<file path="config.mk">
export PLATFORM = sky130hd
export DESIGN_NAME = countdown_timer
export DESIGN_NICKNAME = d
export VERILOG_FILES = /design/src/rtl/countdown_timer.sv
export SDC_FILE = /design/constraint.sdc
export NUM_CORES = 1
export LEC_CHECK = 0
export CAP_MARGIN = 20
export CELL_PAD_IN_SITES_DETAIL_PLACEMENT = 0
export CELL_PAD_IN_SITES_GLOBAL_PLACEMENT = 1
export CORE_MARGIN = 3
export CORE_UTILIZATION = 40
export CTS_BUF_LIST = sky130_fd_sc_hd__clkbuf_2
export CTS_CLUSTER_SIZE = 28
export DETAILED_ROUTE_END_ITERATION = 16
export PLACE_DENSITY_LB_ADDON = 0.25
export SKIP_LAST_GASP = 1
export SYNTH_ARGS = -nofsm -noshare
export SYNTH_HDL_FRONTEND = slang
export SYNTH_SLANG_ARGS = --single-unit
</file>
<file path="constraint.sdc">
create_clock -name clk -period 3.9 [get_ports clk]
set_input_delay 0.78 -clock clk [delete_from_list [all_inputs] [get_ports clk]]
set_output_delay 0.78 -clock clk [all_outputs]
set_load 0.005 [all_outputs]
</file>
<file path="src/rtl/countdown_timer.sv">
// countdown_timer: loadable down-counter with a start/done handshake.
//
// Software or a control FSM writes a reload value (load_w/load_val), pulses
// start, and receives a one-cycle done pulse when the count reaches zero.
// Used for delay and timeout generation.
//
// Optional feature (macro COUNTDOWN_AUTO_RELOAD_EN): when defined, the
// counter wraps from 1 back to the reload value and stays in RUN, pulsing
// done on every wrap. Only stop or reset leaves RUN. When undefined, a run
// terminates through the one-cycle DONE state.
//
// Ports:
//   clk      in   system clock, rising edge
//   reset    in   asynchronous, active-high reset
//   load_w   in   write strobe, captures load_val into the reload register
//   load_val in   reload value [WIDTH]
//   start    in   begin countdown (level sampled on the rising edge)
//   stop     in   abort countdown (highest priority in RUN)
//   pause    in   hold the count while high
//   q        out  current count [WIDTH], registered
//   busy     out  high while counting, registered
//   done     out  one-cycle pulse at terminal count, registered
//   zero     out  combinational, high when q == 0
module countdown_timer #(
  parameter int WIDTH = 4
) (
  input  logic             clk,
  input  logic             reset,
  input  logic             load_w,
  input  logic [WIDTH-1:0] load_val,
  input  logic             start,
  input  logic             stop,
  input  logic             pause,
  output logic [WIDTH-1:0] q,
  output logic             busy,
  output logic             done,
  output logic             zero
);

  typedef enum logic [1:0] {
    S_IDLE = 2'd0,
    S_RUN  = 2'd1,
    S_DONE = 2'd2
  } state_t;

  localparam logic [WIDTH-1:0] ONE = WIDTH'(1);

  state_t           state, state_nxt;
  logic [WIDTH-1:0] reload;
  logic [WIDTH-1:0] reload_eff;
  logic [WIDTH-1:0] q_nxt;
  logic             busy_nxt;
  logic             done_nxt;

  // A load on the same edge as start must be seen by that start.
  assign reload_eff = load_w ? load_val : reload;

  assign zero = (q == '0);

  // Reload register is writable in every state; a write during RUN only
  // affects the next start (or the next wrap in auto-reload builds).
  always_ff @(posedge clk or posedge reset) begin
    if (reset)       reload <= '0;
    else if (load_w) reload <= load_val;
  end

  always_ff @(posedge clk or posedge reset) begin
    if (reset) begin
      state <= S_IDLE;
      q     <= '0;
      busy  <= 1'b0;
      done  <= 1'b0;
    end else begin
      state <= state_nxt;
      q     <= q_nxt;
      busy  <= busy_nxt;
      done  <= done_nxt;
    end
  end

  always_comb begin
    state_nxt = state;
    q_nxt     = q;
    busy_nxt  = busy;
    done_nxt  = 1'b0;
    case (state)
      // DONE lasts one cycle and then behaves exactly like IDLE, so a start
      // on that edge gives back-to-back runs.
      S_IDLE, S_DONE: begin
        state_nxt = S_IDLE;
        busy_nxt  = 1'b0;
        if (start) begin
          if (reload_eff != '0) begin
            q_nxt     = reload_eff;
            busy_nxt  = 1'b1;
            state_nxt = S_RUN;
          end else begin
            // Zero-length run: straight to DONE without ever being busy.
            q_nxt     = '0;
            done_nxt  = 1'b1;
            state_nxt = S_DONE;
          end
        end
      end
      S_RUN: begin
        if (stop) begin
          state_nxt = S_IDLE;
          busy_nxt  = 1'b0;
        end else if (pause) begin
          q_nxt = q;
        end else if (q > ONE) begin
          q_nxt = q - ONE;
        end else begin
`ifdef COUNTDOWN_AUTO_RELOAD_EN
          // Wrap from 1 (or from 0 when the reload is 0) to the stored
          // reload value; stay in RUN.
          q_nxt    = reload;
          done_nxt = 1'b1;
`else
          q_nxt     = '0;
          busy_nxt  = 1'b0;
          done_nxt  = 1'b1;
          state_nxt = S_DONE;
`endif
        end
      end
      default: begin
        state_nxt = S_IDLE;
        q_nxt     = '0;
        busy_nxt  = 1'b0;
      end
    endcase
  end

endmodule
</file>
==> flow_summary_export.csv <==
group,metric,value,unit
status,outcome,"completed",
critical_path,cp_max_fo,7,
global_route,antenna_found_initial,0,
die,start_util,45.71,%
cells_and_area,fin_cells,96,
global_route,grt_pass1_wl,2214,µm
synth,postSynthAreaPerCell,10.31,µm²
critical_path,cp.arrival,1.59,ns
timing,skew,0.004483,ns
routing,drt-initial-drc-count,10,
synth,synth.cell_area,639.4,µm²
die,io_pins,17,
timing,worst_pin_slew,0.4526,ns
synth,yosysTopAreaCell,"dfrtp_1",
clock_tree,cts_setup_buffers,0,
synth,syn_inst,62,
clock_tree,path_clk_slew,0.12,ns
placed_design,place_ws,1.524,ns
clock_tree,clock_latency,0.27,ns
critical_path,slowest_delay,0.48,ns
cells_and_area,fillers,135,
power_and_ir_drop,power.density,592.6,nW/µm²
timing,hold_viol,0,
die,row_count,13,
timing,setup_slack,1.531,ns
critical_path,endpoint_kind,"output port",
power_and_ir_drop,p_leak,0.3565,nW
placed_design,place_hpwl,1044,µm
global_route,grt_max_degree,13,
clock_tree,clk_path_buf_depth,2,
global_route,grt_pass1_vias,499,
timing,fmax,422.1,MHz
routing,antenna_left,0,
synth,netlist_top_cells_area,"dfrtp_1 (47%), mux2_2 (11%), ha_1 (5.9%)",
synth,synth_top_area_share,46.97,%
die,die_y,45.98,µm
timing,post-route-min-period,2.369,ns
synth,syn_nets,75,
clock_tree,postCtsHoldBufs,0,
die,chipWidth,45.98,µm
cells_and_area,final_nets,95,
die,die_area,2114,µm²
critical_path,critical_path.top_delay_family,"buffers and inverters",
synth,synth_warnings,0,
cells_and_area,diodes,0,
clock_tree,clkSinkCount,12,
power_and_ir_drop,irDropWorstVdd,0.3220,mV
timing,finalCritPeriodShare,60.75,%
synth,ys_types,22,
timing,slew_headroom,69.79,%
placed_design,dp.cells,92,
placed_design,io_buffers,16,
critical_path,crit_type,"register to output port",
global_route,grt_use_total,14.96,%
worst_hold_path,min_path_type,"register to register",
timing,setup_viol,0,
run,max_cap_viol_count,0,
placed_design,gp_congestion,0.7612,
power_and_ir_drop,power,0.4931,mW
routing,via_per_inst,5.604,
clock_tree,ctsResizeCount,0,
synth,ys_ff_latch,12,
timing,slew_violations,0,
clock_tree,cts-root-buf,"clkbuf_2",
timing,rsz0062_at_grt,"false",
routing,avgRoutedWirePerCell,14.28,µm
clock_tree,cts_tree,"built",
routing,drc,0,
clock_tree,cts_buffers,3,
routing,drt_wl_total,1371,µm
global_route,overflow,0,
critical_path,crit_required,3.12,ns
critical_path,worst_path_max_delay_cell,"dfrtp_1",
critical_path,cp_cell_sequence,"inv_1, ha_1, and2_1, clkdlybuf4s50_1",
clock_tree,h-tree-depth,1,
critical_path,start_kind,"register",
cells_and_area,area_delta_synth_final,30.14,%
routing,routed-via-count,538,
cells_and_area,final_layout_size_suffix_gt1_share,13.58,%
routing,drt_first_pass_iters,4,
critical_path,path_buf_inv,2,
timing,tns,0,ns
die,core_area,1399,µm²
synth,yosysSeqAreaShare,46.97,%
## sequential cells by signal, indices dropped and copies added (netlist names)
register and count:
busy 1, done 1, q 4, reload 4, state 2
## worst register-to-register path, stage by stage (launching register included)
cell     delay [ns]
dfrtp_1        0.48
inv_1          0.09
ha_1           0.26
or4_1          0.40
nor4_1         0.17
a21oi_1        0.07
o21ai_1        0.11
## cells by family (layout without fill, tap and decap cells)
family          count (synthesis)  after routing  share of synthesized area, %
simple gates                   19             19                         15.66
flops                          12             12                         46.97
buf+inv                         6             25                         3.718
compound gates                 16             16                         17.22
fa+ha+maj                       3              3                         5.871
mux                             6              6                         10.57
## cell usage after synthesis
master and count:
nand3b_1 1, o21ai_1 2, o22ai_2 2, or4b_1 1, o31ai_1 2, o21ai_0 5
a21oi_1 2, nor3_1 2, dfrtp_1 12, nand2_1 4, o21a_1 1, and2_1 1
nand2b_1 1, inv_1 5, nand3_1 1, nor4_1 1, or4_1 2, nor2_1 5
ha_1 3, buf_2 1, o41ai_1 2, mux2_2 6
## per-layer routing
layer / vias up / part of all wire (%) / GRT usage, %
li1: 266 / - / -
met1: 257 / 47 / 18.58
met2: 13 / 47 / 23.90
met5: - / 0 / 0
met3: 2 / 5.3 / 5.138
met4: 0 / 0.44 / 5.114
## placed cells by master (no fill, tap or decap)
| cell | count |
|---|---|
| a21oi_1 | 2 |
| and2_1 | 1 |
| clkbuf_2 | 3 |
| clkdlybuf4s50_1 | 16 |
| clkinv_1 | 1 |
| dfrtp_1 | 12 |
| ha_1 | 3 |
| inv_1 | 5 |
| mux2_2 | 6 |
| nand2_1 | 4 |
| nand2b_1 | 1 |
| nand3_1 | 1 |
| nand3b_1 | 1 |
| nor2_1 | 5 |
| nor3_1 | 2 |
| nor4_1 | 1 |
| o21a_1 | 1 |
| o21ai_0 | 5 |
| o21ai_1 | 2 |
| o22ai_2 | 2 |
| o31ai_1 | 2 |
| o41ai_1 | 2 |
| or4_1 | 2 |
| or4b_1 | 1 |
## report_power, final
group	leakage [nW]	switching, mW	total (mW)	internal, mW
logic	0.194	0.109	0.232	0.123
registers	0.148	0.0381	0.196	0.157
clock network	0.0140	0.0437	0.0659	0.0223
total	0.356	0.190	0.493	0.303
## area by class of cell
type	instances	area [µm²]	area share, %
multi-input combinational	44	315.3	37.89
clock inverter	1	3.754	0.4511
inverter	5	18.77	2.256
clock buffer	3	15.01	1.805
timing repair buffer	16	160.2	19.25
tap	15	18.77	2.256
sequential	12	300.3	36.09
## metrics by stage
step	hold WS [ns]	utilization, %	cell area (µm²)
after floorplan	0.4882	-	639.4
after global placement	0.5160	58.14	813.3
after detailed placement	0.5147	58.14	813.3
after CTS	0.5438	59.48	832.0
after global routing	0.5713	59.48	832.0
final	0.5420	59.48	832.0
## worst paths after layout
path | cells after the start | to | start | slack [ns]
max | 4 | zero | q[0]$_DFFE_PP0P_ | 1.53
min | 1 | reload[1]$_DFF_PP0_ | reload[1]$_DFF_PP0_ | 0.54
max reg2reg | 6 | q[3]$_DFFE_PP0P_ | q[0]$_DFFE_PP0P_ | 2.26
min reg2reg | 1 | reload[1]$_DFF_PP0_ | reload[1]$_DFF_PP0_ | 0.54
max in group asynchronous | 2 | reload[0]$_DFF_PP0_ | reset | 2.79
min in group asynchronous | 2 | busy$_DFFE_PP0P_ | reset | 0.79
Power figures use the tool's default switching activity.
